`config.mk`:
```
export PLATFORM = sky130hd
export DESIGN_NAME = fetch_ctrl
export DESIGN_NICKNAME = d
export VERILOG_FILES = /design/src/rtl/fetch_ctrl.sv
export SDC_FILE = /design/constraint.sdc
export NUM_CORES = 1
export LEC_CHECK = 0
export ABC_AREA = 1
export ABC_CLOCK_PERIOD_IN_PS = 9800
export CAP_MARGIN = 15
export CORE_MARGIN = 5
export CORE_UTILIZATION = 47
export CTS_BUF_LIST = sky130_fd_sc_hd__clkbuf_8
export DETAILED_ROUTE_END_ITERATION = 7
export GPL_TIMING_DRIVEN = 0
export PLACE_DENSITY = 0.8
export SLEW_MARGIN = 15
export SYNTH_ARGS = -nofsm -noshare
export SYNTH_HDL_FRONTEND = slang
export SYNTH_SLANG_ARGS = --single-unit
export TNS_END_PERCENT = 100
```
`constraint.sdc`:
```
create_clock -name clk -period 9.8 [get_ports clk]
set_input_delay 1.47 -clock clk [delete_from_list [all_inputs] [get_ports clk]]
set_output_delay 1.47 -clock clk [all_outputs]
set_load 0.1 [all_outputs]
```
`src/rtl/fetch_ctrl.sv`:
```
// fetch_ctrl -- instruction fetch sequencer.
//
// Owns the fetch PC, issues word reads to instruction memory over a
// request/response port, and buffers returned words in a small in-order
// queue for decode. A redirect flushes the queue, reloads the PC and
// discards any responses still in flight for the old path.
//
// Ports:
//   clk, rst           core clock, asynchronous active-high reset
//   fetch_en           allow new requests (in-flight requests still complete)
//   imem_req_*         read request (valid/ready/addr), word-aligned address
//   imem_resp_*        in-order read response, no backpressure
//   redirect_valid/pc  single-cycle redirect to a new PC
//   instr_valid/ready  queue head handshake towards decode
//   instr_data/pc      head instruction word and its PC
//   stall_cycles       perf counter of running cycles with nothing for decode
//
// Build option: define FETCH_PERF_EN to build the stall_cycles counter;
// otherwise stall_cycles is tied to zero.

module fetch_ctrl #(
  parameter logic [31:0] RESET_PC  = 32'h0000_0000,
  parameter int          BUF_DEPTH = 2
) (
  input  logic        clk,
  input  logic        rst,
  input  logic        fetch_en,
  output logic        imem_req_valid,
  input  logic        imem_req_ready,
  output logic [31:0] imem_req_addr,
  input  logic        imem_resp_valid,
  input  logic [31:0] imem_resp_data,
  input  logic        redirect_valid,
  input  logic [31:0] redirect_pc,
  output logic        instr_valid,
  input  logic        instr_ready,
  output logic [31:0] instr_data,
  output logic [31:0] instr_pc,
  output logic [31:0] stall_cycles
);

  localparam int AW = $clog2(BUF_DEPTH);
  // One extra bit so counters can hold the value BUF_DEPTH itself.
  localparam int CW = AW + 1;
  localparam logic [CW-1:0] DEPTH_C = CW'(BUF_DEPTH);
  localparam logic [CW-1:0] ONE_C   = CW'(1);

  typedef enum logic [1:0] {
    IDLE  = 2'd0,
    RUN   = 2'd1,
    FLUSH = 2'd2
  } state_t;

  state_t state, state_next;

  logic [31:0]   pc;
  logic [31:0]   resp_pc;
  logic [31:0]   q_data [BUF_DEPTH];
  logic [31:0]   q_pc   [BUF_DEPTH];
  logic [AW-1:0] rd_ptr, wr_ptr;
  logic [CW-1:0] count;
  logic [CW-1:0] outstanding;
  logic [CW-1:0] drop_cnt;
  logic [CW-1:0] drop_load;
  logic          req_fire, push, pop;
  logic          unused_bits;

  // Low PC bits from a redirect are ignored; the stored PC is word-aligned.
  assign unused_bits = ^redirect_pc[1:0];

  // Everything still in flight on a redirect belongs to the old path; a
  // response landing in the redirect cycle is discarded directly, so it is
  // not counted again.
  assign drop_load = outstanding - CW'(imem_resp_valid);

  assign req_fire = imem_req_valid && imem_req_ready;
  assign push     = imem_resp_valid && (drop_cnt == '0) && !redirect_valid;
  assign pop      = instr_valid && instr_ready;

  // ---------------- FSM: state register ----------------
  always_ff @(posedge clk or posedge rst) begin
    if (rst) begin
      state <= IDLE;
    end else begin
      state <= state_next;
    end
  end

  // ---------------- FSM: next state ----------------
  always_comb begin
    state_next = state;
    if (redirect_valid) begin
      if (drop_load != '0) begin
        state_next = FLUSH;
      end else begin
        state_next = fetch_en ? RUN : IDLE;
      end
    end else begin
      case (state)
        IDLE:    if (fetch_en) state_next = RUN;
        RUN:     if (!fetch_en && (outstanding == '0)) state_next = IDLE;
        FLUSH:   if (imem_resp_valid && (drop_cnt == ONE_C)) state_next = RUN;
        default: state_next = IDLE;
      endcase
    end
  end

  // ---------------- FSM: outputs ----------------
  // Credit rule: queued plus in-flight words never exceed the queue size,
  // so every response always has a free slot.
  always_comb begin
    imem_req_valid = 1'b0;
    instr_valid    = 1'b0;
    if ((state == RUN) && fetch_en && !redirect_valid &&
        ((count + outstanding) < DEPTH_C)) begin
      imem_req_valid = 1'b1;
    end
    if ((count != '0) && !redirect_valid) begin
      instr_valid = 1'b1;
    end
  end

  assign imem_req_addr = {pc[31:2], 2'b00};
  assign instr_data    = q_data[rd_ptr];
  assign instr_pc      = q_pc[rd_ptr];

  // ---------------- PC, counters, queue pointers ----------------
  always_ff @(posedge clk or posedge rst) begin
    if (rst) begin
      pc          <= RESET_PC;
      resp_pc     <= RESET_PC;
      rd_ptr      <= '0;
      wr_ptr      <= '0;
      count       <= '0;
      outstanding <= '0;
      drop_cnt    <= '0;
    end else begin
      outstanding <= outstanding + CW'(req_fire) - CW'(imem_resp_valid);
      if (redirect_valid) begin
        pc       <= {redirect_pc[31:2], 2'b00};
        resp_pc  <= {redirect_pc[31:2], 2'b00};
        rd_ptr   <= '0;
        wr_ptr   <= '0;
        count    <= '0;
        drop_cnt <= drop_load;
      end else begin
        if (req_fire) begin
          pc <= pc + 32'd4;
        end
        if (imem_resp_valid && (drop_cnt != '0)) begin
          drop_cnt <= drop_cnt - ONE_C;
        end
        if (push) begin
          wr_ptr  <= wr_ptr + 1'b1;
          resp_pc <= resp_pc + 32'd4;
        end
        if (pop) begin
          rd_ptr <= rd_ptr + 1'b1;
        end
        count <= count + CW'(push) - CW'(pop);
      end
    end
  end

  // ---------------- Queue storage ----------------
  // Cleared on reset so the head reads as zero until the first word lands.
  always_ff @(posedge clk or posedge rst) begin
    if (rst) begin
      for (int i = 0; i < BUF_DEPTH; i++) begin
        q_data[i] <= '0;
        q_pc[i]   <= '0;
      end
    end else if (push) begin
      q_data[wr_ptr] <= imem_resp_data;
      q_pc[wr_ptr]   <= resp_pc;
    end
  end

  // ---------------- Optional stall counter ----------------
`ifdef FETCH_PERF_EN
  logic [31:0] stall_cnt;

  always_ff @(posedge clk or posedge rst) begin
    if (rst) begin
      stall_cnt <= '0;
    end else if ((state == RUN) && fetch_en && !instr_valid &&
                 (stall_cnt != 32'hFFFF_FFFF)) begin
      stall_cnt <= stall_cnt + 32'd1;
    end
  end

  assign stall_cycles = stall_cnt;
`else
  assign stall_cycles = 32'h0000_0000;
`endif

`ifndef SYNTHESIS
  // A response can only answer a request that was actually accepted.
  resp_needs_request: assert property (
    @(posedge clk) disable iff (rst) imem_resp_valid |-> (outstanding != '0));
`endif

endmodule
```
=== Word level (Yosys, flattened, before mapping) ===
Cells that the tools add are included.

* $add $sub $neg: 11
* $lt $le $gt $ge: 4
* Equality and inequality tests: 6
* Multiplexer cells: 30
* Bitwise operators: 2
* Reductions and logical operators: 25

{| class="wikitable"
|+ Operators with widths
! cell !! count
|-
| $mux W32 || 11
|-
| $bwmux W64 || 2
|-
| $add A32 B3 Y32 const B || 2
|-
| $demux W32 S1 || 1
|-
| $mux W2 || 8
|-
| $reduce_bool A2 Y1 || 7
|-
| $logic_and A1 B1 Y1 || 12
|-
| $ne A3 B3 Y1 const B || 3
|-
| $mux W1 || 7
|-
| $logic_not A2 Y1 || 3
|-
| $pmux W2 S3 || 1
|-
| $sub A2 B1 Y2 || 3
|-
| $add A2 B1 Y2 || 2
|-
| $eq A2 B1 Y1 const B || 2
|-
| $ge A2 B2 Y1 const B || 2
|-
| $not A1 Y2 || 2
|-
| $reduce_and A3 Y1 || 1
|-
| $add A1 B1 Y1 const B || 2
|-
| $add A2 B2 Y2 || 1
|-
| $eq A2 B2 Y1 const B || 1
|-
| $logic_not A1 Y1 || 2
|-
| $lt A2 B1 Y1 const B || 1
|-
| $lt A2 B2 Y1 const B || 1
|-
| $sub A2 B1 Y2 const B || 1
|}

* Register bits: 202
* Bits of input ports: 71
* Output and inout port bits: 130
* Logic and storage cells: 90

=== Logic depth before layout (Yosys ltp) ===
* Depth in word-level cells: 8
* Mapped depth: 13
* Depth with buffers taken out: 12

=== Worst setup path before layout ===
No wires, ideal clock.

* Kind: input to output
* Start point: input port redirect_valid
* End point: output port instr_valid
* Arrival: 2.954 ns
* Data required time: 8.330 ns
* Path slack: 5.376 ns
* Stages: 2
* Buffers on the path: 1
* Path through: buf_2 -> nor2_1

* Cells in the longest elaborated chain, start to end: 3

{| class="wikitable"
|+ Ends and longest elaborated chain
! what !! line !! text
|-
| start, declared || 33 || <nowiki>input logic redirect_valid,</nowiki>
|-
| $logic_not A1 Y1 || 118 || <nowiki>if ((count != '0) && !redirect_valid) begin</nowiki>
|-
| $logic_and A1 B1 Y1 || 118 ||
|-
| $mux W1 || 118 ||
|-
| end, declared || 35 || <nowiki>output logic instr_valid,</nowiki>
|}

No other way between the ends.

=== Final worst setup path ===
* Start point: input port fetch_en
* End point: output port imem_req_valid

* Cells in the longest elaborated chain, start to end: 4

{| class="wikitable"
|+ Ends and longest elaborated chain
! what !! line !! text
|-
| start, declared || 27 || <nowiki>input logic fetch_en,</nowiki>
|-
| $logic_and A1 B1 Y1 (3 in series) || 114 || <nowiki>if ((state == RUN) && fetch_en && !redirect_valid &&</nowiki>
|-
| $mux W1 || 114 ||
|-
| end, declared || 28 || <nowiki>output logic imem_req_valid,</nowiki>
|}

No other way between the ends.

==> impl_metrics.json <==
{
  "status": "completed",
  "crit_family": "buffers and inverters",
  "grt.total_usage": 0.2313,
  "finClkSkew_ns": 0.01658,
  "cap_violations": 0,
  "clkSlewWorstSetupHoldPaths_ns": 0.10,
  "num_vias": 9407,
  "dp_hpwl_um": 22410,
  "dp.cells": 1783,
  "initialDrtViolationCount": 696,
  "drt-pass1-iter-count": 5,
  "grt_max_degree": 71,
  "fin_nets": 1597,
  "gp_congestion": 0.8978,
  "drt_wl_total_um": 29610,
  "cp.arrival_ns": 3.64,
  "min_period_over_period": 0.5209,
  "holdWs_ns": 0.4961,
  "clockBufferDepth": 2,
  "tightest_slew_ns": 1.075,
  "setup_viol_count_final": 0,
  "via_per_inst": 5.183,
  "drc_errors": 0,
  "rsz0062_at_grt": "false",
  "cts_made_buffers": 17,
  "fin_ws_ns": 4.695,
  "min_period_ns": 5.105,
  "syn_to_final_growth_pct": 24.56,
  "grt_pass1_wl_um": 48350,
  "leakagePower_nw": 6.403,
  "hold_depth": 2,
  "crit_chain": "clkdlybuf4s50_1 > nand2_1 > nor3_2 > nand3_2 > inv_2 > clkdlybuf4s50_1",
  "worst-endpoint-required_ns": 8.33,
  "fin_tns_setup_ns": 0,
  "placed_area_sq_um": 12840,
  "cts_hold_buf": 0,
  "ant_nets": 0,
  "initial_utilization": 0.4741,
  "avgRoutedWirePerCell_um": 16.32,
  "cts_sinks": 194,
  "pre_cts_ws_ns": 4.692,
  "slew_headroom": 0.2808,
  "cp_slowest_stage_delay_ns": 1.15,
  "die_w_um": 160.7,
  "cts_tree": "yes",
  "num_rows": 55,
  "max_clock_freq_mhz": 195.9,
  "yosys.area.top_type_share": 0.4551,
  "crit_path_max_fanout": 4,
  "path_buf_inv": 3,
  "rrSetupSlack_ns": 7.71,
  "post-cts-setup-buffers": 0,
  "hp-start": "q_pc[56]$_DFFE_PP0P_",
  "min-delay-path-class": "reg -> reg",
  "die_h_um": 160.7,
  "synthArstFlopShare": 1.000,
  "core_area_sq_um": 22500,
  "yosysWarnings": 0,
  "synth_flop_cell": "dfrtp_1",
  "antennaDiodeCount": 0,
  "yosysMostFrequentCell": "nand2_1",
  "avgSynthCellArea_sq_um": 8.212,
  "r2r-end": "outstanding[1]$_DFF_PP0_",
  "ys_types": 45,
  "die_area_sq_um": 25810,
  "htreeDepth": 4,
  "drive_gt1_frac": 0.1529,
  "io_pins": 201,
  "cts_resized": 0,
  "synth-edff-count": 0,
  "grt-ovfl-total": 0,
  "vdd_drop_max_mv": 0.1734,
  "first_global_vias": 9260,
  "instances_no_fill": 1815,
  "crit_type": "in -> out",
  "postLayoutCellArea_sq_um": 13290,
  "grt_antenna_before_repair": 0,
  "power_density_nw_per_um2": 303.7,
  "crit_start": "fetch_en",
  "ff2ff_path_depth": 12,
  "ys_ff_latch": 194,
  "io_buffers": 162,
  "holdPathEnd": "q_pc[56]$_DFFE_PP0P_",
  "cp-start-kind": "input pin",
  "drv_slew": 0,
  "cp-end-kind": "output pin",
  "synth_common_cells": "360 x nand2_1, 194 x dfrtp_1, 130 x inv_1, 114 x o21ai_1, 95 x nand3_1",
  "syn_area_sq_um": 10670,
  "cp_common_cell": "clkdlybuf4s50_1",
  "cts_root_buffer": "clkbuf_8",
  "clock_latency_ns": 0.48,
  "syn_inst": 1299,
  "regToRegStartpoint": "outstanding[1]$_DFF_PP0_",
  "yosysTopAreaCell": "dfrtp_1",
  "critPathSlowestCell": "clkdlybuf4s50_1",
  "timing_hold_violations_final": 0,
  "yosysSeqAreaShare": 0.4551,
  "netlist_top_cells_area": "dfrtp_1 46%, nand2_1 13%, mux2_2 6.5%, o21ai_1 5.3%, inv_1 4.6%"
}
sequential cells by signal (all words and copies together) (netlist names):
register and count:
count 2, state 2, q_pc 60, outstanding 2, rd_ptr 1, resp_pc 30, drop_cnt 2, q_data 64
pc 30, wr_ptr 1
worst register-to-register path: stages, from the launching register on:
cell	delay (ns)
dfrtp_1	0.44
inv_1	0.12
nand2_2	0.06
nand3_1	0.09
nand3_2	0.12
inv_2	0.12
nand2_4	0.08
buf_6	0.16
ha_1	0.27
inv_1	0.04
ha_1	0.18
xnor2_1	0.18
xor2_1	0.17
cells in the final DEF, fill, tap and decap left out, drive strengths merged, types with 5 or more instances in the layout:
| cell | netlist | final |
|---|---|---|
| mux2 | 62 | 62 |
| nor2 | 91 | 91 |
| buf | 75 | 77 |
| nand2 | 374 | 374 |
| nand3 | 103 | 103 |
| dfrtp | 194 | 194 |
| inv | 141 | 146 |
| clkdlybuf4s50 | 0 | 162 |
| nand4 | 12 | 12 |
| o21ai | 153 | 153 |
| clkinv | 0 | 8 |
| clkbuf | 11 | 28 |
| xor2 | 16 | 16 |
| conb | 1 | 36 |
| o211ai | 8 | 8 |
| or2 | 5 | 5 |
| ha | 9 | 9 |
| a21oi | 10 | 10 |
| xnor2 | 6 | 6 |
| nor3 | 15 | 15 |
logic make-up (layout without fill, tap and decap cells):
| kind of cell | Yosys count | count (layout) | synth area share |
|---|---|---|---|
| fa+ha+maj | 9 | 9 | 0.01056 |
| other cells | 1 | 36 | 0.0003515 |
| simple gates | 603 | 603 | 0.2524 |
| xor+xnor | 22 | 22 | 0.01806 |
| mux | 62 | 62 | 0.06545 |
| flops | 194 | 194 | 0.4551 |
| compound gates | 181 | 181 | 0.09125 |
| buf+inv | 227 | 423 | 0.1069 |
through the flow:
stage          total power, mW    util
2_1_floorplan            2.966       -
3_5_place_dp             3.478  0.5706
4_1_cts                  4.051  0.5905
6_report                 4.036  0.5905
5_1_grt                  4.227  0.5905
3_3_place_gp             3.432  0.5678
power by group:
part	total (mW)	switching, mW	internal [mW]
combinational	2.24	1.65	0.585
sequential	1.23	0.174	1.06
clock	0.568	0.325	0.243
area by class of cell:
class	count	area, sq um
tap	285	356.6
multi-input combinational	913	4805
clock inverter	15	214.0
sequential	194	4855
inverter	141	544.3
fill	1987	9215
timing repair buffer	164	1677
clock buffer	17	234.0
buffer	86	603.1
worst max-delay path by stage:
stage / depth (start not counted) / endpoint / slack (ns)
2_1_floorplan: 1 / count[0]$_DFF_PP0_ / 3.05
3_3_place_gp: 2 / pc[23]$_DFFE_PP0P_ / 0.69
3_5_place_dp: 6 / imem_req_valid / 4.69
4_1_cts: 6 / imem_req_valid / 4.69
5_1_grt: 6 / imem_req_valid / 4.59
6_report: 6 / imem_req_valid / 4.69
metal layers:
metal / routed length, um / global-route usage / vias to the layer above
met1: 13110 / 0.3199 / 4459
met2: 13810 / 0.3703 / 361
met3: 2073 / 0.04080 / 43
li1: - / - / 4544
met5: 0 / 0 / -
met4: 622 / 0.07743 / 0
(Power assumes the default switching activity.)
